**src/rtl/rr_tdm_demux_if.sv**
```systemverilog
// Bundle of TDM input words and de-interleaved frame output.
// slave = demux side, master = upstream source / downstream sink.
`timescale 1ns/1ps
interface rr_tdm_demux_if #(
  parameter int DATA_WIDTH = 16,
  parameter int NUM_LANES  = 2
);
  localparam int SW = $clog2(NUM_LANES);

  logic [DATA_WIDTH-1:0]           din;
  logic                            din_valid;
  logic                            din_sof;
  logic [NUM_LANES*DATA_WIDTH-1:0] dout;
  logic                            dout_valid;
  logic                            dout_ready;
  logic [SW-1:0]                   slot;
  logic                            sync_err;
  logic                            overrun;

  modport slave (
    input  din, din_valid, din_sof, dout_ready,
    output dout, dout_valid, slot, sync_err, overrun
  );

  modport master (
    output din, din_valid, din_sof, dout_ready,
    input  dout, dout_valid, slot, sync_err, overrun
  );
endinterface

```
**src/rtl/rr_tdm_demux.sv**
```systemverilog
// Round-robin TDM receive: de-interleaves one word stream into
// NUM_LANES parallel lanes, presented per frame via valid/ready.
`timescale 1ns/1ps
module rr_tdm_demux #(
  parameter int DATA_WIDTH = 16,
  parameter int NUM_LANES  = 2,
  parameter bit USE_SOF    = 1'b1
) (
  input logic           clk,
  input logic           rst,
  rr_tdm_demux_if.slave bus
);
  localparam int SW = $clog2(NUM_LANES);
  localparam int FW = NUM_LANES * DATA_WIDTH;
  localparam logic [SW-1:0] LAST = SW'(NUM_LANES - 1);

  typedef enum logic [0:0] {
    SYNC_WAIT = 1'b0,
    COLLECT   = 1'b1
  } state_t;

  localparam state_t RST_STATE = USE_SOF ? SYNC_WAIT : COLLECT;

  state_t                state_q, state_d;
  logic [SW-1:0]         slot_q, slot_d;
  logic [DATA_WIDTH-1:0] shadow_q [NUM_LANES];
  logic [DATA_WIDTH-1:0] shadow_d [NUM_LANES];
  logic [FW-1:0]         dout_q, dout_d;
  logic                  dout_valid_q, dout_valid_d;
  logic                  sync_err_q, sync_err_d;
  logic                  overrun_q, overrun_d;
  logic                  commit;

  // Next state: slot capture, SOF resync, frame commit and handshake.
  always_comb begin
    state_d      = state_q;
    slot_d       = slot_q;
    shadow_d     = shadow_q;
    dout_d       = dout_q;
    dout_valid_d = dout_valid_q & ~bus.dout_ready;
    sync_err_d   = 1'b0;
    overrun_d    = 1'b0;
    commit       = 1'b0;

    if (bus.din_valid) begin
      unique case (state_q)
        SYNC_WAIT: begin
          if (bus.din_sof) begin
            shadow_d[0] = bus.din;
            slot_d      = SW'(1);
            state_d     = COLLECT;
          end
        end
        COLLECT: begin
          if (USE_SOF && bus.din_sof && (slot_q != '0)) begin
            // Misaligned SOF: drop partial frame, restart at lane 1.
            sync_err_d  = 1'b1;
            shadow_d[0] = bus.din;
            slot_d      = SW'(1);
          end else begin
            shadow_d[slot_q] = bus.din;
            if (slot_q == LAST) begin
              slot_d = '0;
              commit = 1'b1;
            end else begin
              slot_d = slot_q + SW'(1);
            end
          end
        end
        default: state_d = RST_STATE;
      endcase
    end

    if (commit) begin
      for (int k = 0; k < NUM_LANES; k++) begin
        dout_d[k*DATA_WIDTH +: DATA_WIDTH] = shadow_d[k];
      end
      overrun_d    = dout_valid_q & ~bus.dout_ready;
      dout_valid_d = 1'b1;
    end
  end

  // State, shadow and output registers with synchronous reset.
  always_ff @(posedge clk) begin
    if (rst) begin
      state_q      <= RST_STATE;
      slot_q       <= '0;
      dout_q       <= '0;
      dout_valid_q <= 1'b0;
      sync_err_q   <= 1'b0;
      overrun_q    <= 1'b0;
      for (int k = 0; k < NUM_LANES; k++) begin
        shadow_q[k] <= '0;
      end
    end else begin
      state_q      <= state_d;
      slot_q       <= slot_d;
      dout_q       <= dout_d;
      dout_valid_q <= dout_valid_d;
      sync_err_q   <= sync_err_d;
      overrun_q    <= overrun_d;
      for (int k = 0; k < NUM_LANES; k++) begin
        shadow_q[k] <= shadow_d[k];
      end
    end
  end

  assign bus.dout       = dout_q;
  assign bus.dout_valid = dout_valid_q;
  assign bus.slot       = slot_q;
  assign bus.sync_err   = sync_err_q;
  assign bus.overrun    = overrun_q;

endmodule

```
**src/flat_wrapper.sv**
```systemverilog
// flat-port wrapper written by rule: the top's interface ports become plain ports
module rr_tdm_demux_flat 
#(
  parameter int DATA_WIDTH = 16,
  parameter int NUM_LANES  = 2,
  parameter bit USE_SOF    = 1'b1
)
  (clk, rst, bus_din, bus_din_valid, bus_din_sof, bus_dout_ready, bus_dout, bus_dout_valid, bus_slot, bus_sync_err, bus_overrun);
  rr_tdm_demux_if #(.DATA_WIDTH(DATA_WIDTH), .NUM_LANES(NUM_LANES)) bus_i ();
  input logic clk;
  input logic rst;
  input wire logic [$bits(bus_i.din)-1:0] bus_din;
  input wire logic [$bits(bus_i.din_valid)-1:0] bus_din_valid;
  input wire logic [$bits(bus_i.din_sof)-1:0] bus_din_sof;
  input wire logic [$bits(bus_i.dout_ready)-1:0] bus_dout_ready;
  output wire logic [$bits(bus_i.dout)-1:0] bus_dout;
  output wire logic [$bits(bus_i.dout_valid)-1:0] bus_dout_valid;
  output wire logic [$bits(bus_i.slot)-1:0] bus_slot;
  output wire logic [$bits(bus_i.sync_err)-1:0] bus_sync_err;
  output wire logic [$bits(bus_i.overrun)-1:0] bus_overrun;
  assign bus_i.din = bus_din;
  assign bus_i.din_valid = bus_din_valid;
  assign bus_i.din_sof = bus_din_sof;
  assign bus_i.dout_ready = bus_dout_ready;
  assign bus_dout = bus_i.dout;
  assign bus_dout_valid = bus_i.dout_valid;
  assign bus_slot = bus_i.slot;
  assign bus_sync_err = bus_i.sync_err;
  assign bus_overrun = bus_i.overrun;
  rr_tdm_demux #(.DATA_WIDTH(DATA_WIDTH), .NUM_LANES(NUM_LANES), .USE_SOF(USE_SOF)) u_core (.clk(clk), .rst(rst), .bus(bus_i));
endmodule
```
**config.mk**
```make
export PLATFORM = sky130hd
export DESIGN_NAME = rr_tdm_demux_flat
export DESIGN_NICKNAME = d
export VERILOG_FILES = /design/src/rtl/rr_tdm_demux_if.sv /design/src/rtl/rr_tdm_demux.sv /design/src/flat_wrapper.sv
export SDC_FILE = /design/constraint.sdc
export NUM_CORES = 1
export LEC_CHECK = 0
export CAP_MARGIN = 5
export CORE_AREA = 8 8 64 94
export DETAILED_ROUTE_END_ITERATION = 10
export DIE_AREA = 0 0 72 102
export PLACE_DENSITY = 0.72
export SYNTH_ARGS = -nofsm -noshare
export SYNTH_HDL_FRONTEND = slang
export SYNTH_SLANG_ARGS = --single-unit
```
**constraint.sdc**
```tcl
create_clock -name clk -period 1.2 [get_ports clk]
set_clock_uncertainty 0.15 [all_clocks]
set_input_delay 0.24 -clock clk [delete_from_list [all_inputs] [get_ports clk]]
set_output_delay 0.24 -clock clk [all_outputs]
set_load 0.02 [all_outputs]
```
==> impl_metrics.prom <==
# TYPE chip_impl_metric gauge
chip_impl_info{name="run_status",value="complete, but fails checks"} 1
chip_impl_info{name="violated_checks",value="setup timing"} 1
chip_impl_metric{name="ios",unit=""} 57
chip_impl_metric{name="yosysWarnings",unit=""} 0
chip_impl_metric{name="peakVddDrop",unit="uV"} 905
chip_impl_metric{name="worst_ep_required_time",unit="ns"} 1.25
chip_impl_metric{name="netlist_area",unit="sq um"} 1810
chip_impl_metric{name="fp.coreArea",unit="sq um"} 4690
chip_impl_metric{name="post-dp-hpwl",unit="um"} 3140
chip_impl_metric{name="compound_gate_portion_of_the_synthesized_area",unit=""} 0.194
chip_impl_metric{name="finalCoreUtilization",unit=""} 0.687
chip_impl_metric{name="report.final.setup_viol",unit=""} 53
chip_impl_metric{name="antenna_cells",unit=""} 0
chip_impl_metric{name="pwr-share-clk",unit=""} 0.326
chip_impl_info{name="endpoint_kind",value="flop"} 1
chip_impl_metric{name="hold_buffers",unit=""} 0
chip_impl_metric{name="synth.distinct_cells",unit=""} 20
chip_impl_metric{name="netSwitchingPower",unit="mW"} 0.802
chip_impl_metric{name="cp_num_buf_inv",unit=""} 4
chip_impl_info{name="slowest_stage",value="sky130_fd_sc_hd__dfxtp_4"} 1
chip_impl_metric{name="grt_overflow_total",unit=""} 0
chip_impl_metric{name="net_sw_frac",unit=""} 0.249
chip_impl_metric{name="grt_pass1_wl",unit="um"} 8160
chip_impl_metric{name="routabilityCongestion",unit=""} 0.788
chip_impl_metric{name="power",unit="mW"} 3.22
chip_impl_metric{name="yosys.area_share.adder",unit=""} 0
chip_impl_metric{name="postSynthNetCount",unit=""} 221
chip_impl_metric{name="comb_power_share",unit=""} 0.105
chip_impl_metric{name="post-route-period-util",unit=""} 1.21
chip_impl_metric{name="worst_slew_margin_rel",unit=""} 0.777
chip_impl_info{name="unrepaired_setup_endpoints_after_global_routing",value="true"} 1
chip_impl_metric{name="routedWlPerCell",unit="um"} 16.0
chip_impl_metric{name="drt_first_pass_iters",unit=""} 4
chip_impl_metric{name="avgViaCountPerCell",unit=""} 4.91
chip_impl_metric{name="drc",unit=""} 0
chip_impl_info{name="critPathKind",value="flop to flop"} 1
chip_impl_info{name="synthTopCellsByArea",value="sky130_fd_sc_hd__dfxtp_1 59%, sky130_fd_sc_hd__nand2_1 13%, sky130_fd_sc_hd__a21oi_1 9.4%"} 1
chip_impl_metric{name="timing.critical_path.fanout_max",unit=""} 8
chip_impl_metric{name="hold_ws",unit="ns"} 0.216
chip_impl_info{name="worst_hold_path_type",value="primary input to flop"} 1
chip_impl_info{name="tritoncts_clock_tree",value="built"} 1
chip_impl_metric{name="num-fill-cells",unit=""} 340
chip_impl_info{name="reg2reg_start",value="u_core.bus.slot"} 1
chip_impl_metric{name="powerDensity",unit="nW/um^2"} 998
chip_impl_metric{name="ctsHtreeMaxLevel",unit=""} 2
chip_impl_metric{name="portion_of_netlist_area_occupied_by_mux_cells",unit=""} 0
chip_impl_metric{name="grt_usage",unit=""} 0.141
chip_impl_info{name="crit_path_start",value="u_core.bus.slot"} 1
chip_impl_metric{name="synth_simple_gate_area_share",unit=""} 0.163
chip_impl_metric{name="initialDrtViolationCount",unit=""} 75
chip_impl_metric{name="syn-mean-instance-area",unit="sq um"} 9.06
chip_impl_info{name="synth.largest_area_cell",value="sky130_fd_sc_hd__dfxtp_1"} 1
chip_impl_metric{name="synth_seq_area_share",unit=""} 0.586
chip_impl_metric{name="ys_ff_latch",unit=""} 53
chip_impl_metric{name="route.final.wire_length",unit="um"} 5680
chip_impl_metric{name="internal_power",unit="mW"} 2.42
chip_impl_info{name="path_cells",value="buf_6 > buf_4 > inv_4 > a31oi_4 > buf_12 > a22o_1"} 1
chip_impl_metric{name="final_critical_path_setup_slack",unit="ns"} -0.252
chip_impl_info{name="clock_tree.root_cell",value="sky130_fd_sc_hd__clkbuf_8"} 1
chip_impl_info{name="worstReg2RegEnd",value="u_core.shadow_q[31]"} 1
chip_impl_metric{name="fp.dieW",unit="um"} 72
chip_impl_metric{name="area_growth_syn_to_layout",unit="%"} 77.9
chip_impl_metric{name="total_leakage_power",unit="nW"} 1.27
chip_impl_metric{name="grt_max_degree",unit=""} 34
chip_impl_metric{name="initial_utilization",unit=""} 0.386
chip_impl_metric{name="netlist_instances",unit=""} 200
chip_impl_metric{name="port_buffers",unit=""} 56
chip_impl_metric{name="num-nets-final",unit=""} 308
chip_impl_metric{name="clk_transition_reported_paths",unit="ns"} 0.10
chip_impl_metric{name="yosys.area.top_type_share",unit=""} 0.586
chip_impl_info{name="kind_of_cell_with_the_highest_combined_delay_on_the_critical_path",value="buffers and inverters"} 1
chip_impl_metric{name="pwr-share-seq",unit=""} 0.569
chip_impl_metric{name="cts_inserted_buffers",unit=""} 5
chip_impl_metric{name="dieHeight",unit="um"} 102
chip_impl_metric{name="maximum_capacitance_violations",unit=""} 0
chip_impl_metric{name="insertion_delay",unit="ns"} 0.31
chip_impl_metric{name="regToRegSetupSlack",unit="ns"} -0.25
chip_impl_metric{name="critical_path_cell_count",unit=""} 6
chip_impl_metric{name="layout_min_cycle_time",unit="ns"} 1.45
chip_impl_metric{name="tritoncts_num_sinks",unit=""} 53
chip_impl_metric{name="first_global_vias",unit=""} 1705
chip_impl_metric{name="placementRows",unit=""} 31
chip_impl_metric{name="ant_nets",unit=""} 0
chip_impl_metric{name="final-max-slew-violation-count",unit=""} 0
chip_impl_metric{name="timing.reg2reg.worst_path_depth",unit=""} 6
chip_impl_metric{name="cp_data_arrival_time",unit="ns"} 1.50
chip_impl_metric{name="antenna_violations_before_repair",unit=""} 0
chip_impl_info{name="combinational_family_with_the_most_area_after_synthesis",value="compound AO/OA/AOI/OAI gates"} 1
chip_impl_metric{name="cpPeakStageDelay",unit="ns"} 0.36
chip_impl_metric{name="tightestPinTransition",unit="ns"} 0.334
chip_impl_info{name="endpoint",value="u_core.shadow_q[31]"} 1
chip_impl_info{name="startpoint_type",value="flop"} 1
chip_impl_metric{name="dr_total_vias",unit=""} 1739
chip_impl_metric{name="synth_xor_xnor_area_share",unit=""} 0
chip_impl_metric{name="post_route_cells_drive_above_1_share",unit=""} 0.587
chip_impl_metric{name="dieArea",unit="sq um"} 7340
chip_impl_metric{name="max_clock_freq",unit="GHz"} 0.689
chip_impl_metric{name="timing.final.hold_violations",unit=""} 0
chip_impl_metric{name="max-clock-path-buffers",unit=""} 2
-- power by group through the flow --
stage	clock network (mW)	registers (mW)	logic (mW)
2_1_floorplan	0	1.87	0.107
3_3_place_gp	0	1.87	0.236
3_5_place_dp	0	1.87	0.241
4_1_cts	1.06	1.82	0.291
5_1_grt	1.15	1.84	0.358
6_report	1.05	1.83	0.339
-- layer usage --
layer  track usage  routed length (um)  vias up
met5             0                   0        -
met3        0.0403                 307       12
met1         0.154                2220      826
met2         0.248                2990       60
met4        0.0585                 161        0
li1              -                   -      841
-- how the worst min path moves through the flow --
stage | start | end | slack [ns] | depth (start not counted)
after global routing | rst | u_core.bus.dout[2] | 0.24 | 3
after detailed placement | u_core.shadow_q[22] | u_core.bus.dout[6] | 0.30 | 2
final | rst | u_core.bus.dout[2] | 0.22 | 3
after CTS | bus_din_sof | u_core.bus.sync_err | 0.25 | 3
after floorplan | bus_din[5] | u_core.shadow_q[21] | 0.22 | 1
after global placement | u_core.bus.dout[2] | u_core.bus.dout[2] | 0.29 | 2
-- registers in the layout, indices dropped and copies added (netlist names) --
| name | count |
|---|---|
| u_core.bus.dout_valid | 1 |
| u_core.bus.sync_err | 1 |
| u_core.state_q | 1 |
| u_core.shadow_q | 16 |
| u_core.bus.slot | 1 |
| u_core.bus.dout | 32 |
| u_core.bus.overrun | 1 |
-- placed cells by master, fill, tap and decap left out, types with 2 or more instances in the layout --
cell                              instances
sky130_fd_sc_hd__a21oi_1                 14
sky130_fd_sc_hd__a21oi_2                 20
sky130_fd_sc_hd__a22o_1                  16
sky130_fd_sc_hd__buf_12                   7
sky130_fd_sc_hd__buf_4                   34
sky130_fd_sc_hd__buf_6                   33
sky130_fd_sc_hd__clkbuf_8                 5
sky130_fd_sc_hd__clkdlybuf4s50_1         17
sky130_fd_sc_hd__clkinv_4                 2
sky130_fd_sc_hd__dfxtp_1                 19
sky130_fd_sc_hd__dfxtp_2                 32
sky130_fd_sc_hd__dfxtp_4                  2
sky130_fd_sc_hd__dlygate4sd2_1            2
sky130_fd_sc_hd__nand2_1                 40
sky130_fd_sc_hd__nand2_2                  6
sky130_fd_sc_hd__nand2_4                 18
sky130_fd_sc_hd__nand2b_1                 2
sky130_fd_sc_hd__nor2_1                   2
-- worst reg2reg max path: cells and delay by family, from the launching register on --
| family | cells | cell delay [ns] |
|---|---|---|
| AOI/OAI and AO/OA | 2 | 0.35 |
| DFF | 1 | 0.36 |
| buffers and inverters | 4 | 0.47 |
-- synthesized netlist by cell type (all sizes together) --
| library cell | number |
|---|---|
| dfxtp | 53 |
| o21ai | 1 |
| nand2b | 3 |
| buf | 10 |
| a211oi | 1 |
| a21oi | 35 |
| a22o | 16 |
| nand3 | 1 |
| nor2 | 2 |
| a21o | 1 |
| clkbuf | 7 |
| nand2 | 64 |
| inv | 2 |
| a31oi | 1 |
| nor3 | 1 |
| nand4b | 1 |
| and4b | 1 |
-- area by class of cell --
type | count | area [sq um] | area share
multi-input combinational | 128 | 902 | 0.280
inverter | 2 | 10.0 | 0.00311
clock inverter | 3 | 26.3 | 0.00815
timing repair buffer | 97 | 1020 | 0.318
tap | 66 | 82.6 | 0.0256
clock buffer | 5 | 68.8 | 0.0214
sequential | 53 | 1110 | 0.344
-- cells by family (layout without fill, tap and decap cells) --
group / count (synthesis) / count (layout)
flip-flops: 53 / 53
buffers and inverters: 19 / 107
AO/OA/AOI/OAI: 55 / 55
AND/OR/NAND/NOR: 73 / 73
-- per-stage QoR --
step | cells | worst slack, ns | instance area, sq um | setup TNS [ns]
floorplan | 200 | -0.0132 | 1850 | -0.132
global placement | 325 | -0.583 | 2550 | -32.58
detailed placement | 325 | -0.659 | 2550 | -34.23
CTS | 345 | -0.176 | 2790 | -7.93
global route | 354 | -0.283 | 3220 | -12.55
finish | 354 | -0.252 | 3220 | -10.17
-- what timing repair did --
item                       4_1_cts  5_1_grt
setup buffers                   10       10
pin swaps                        3       38
gates resized for setup        204      117
setup endpoints to repair       88       87
gates cloned                     2        2
Note: power is estimated with default switching activity, not from simulation.
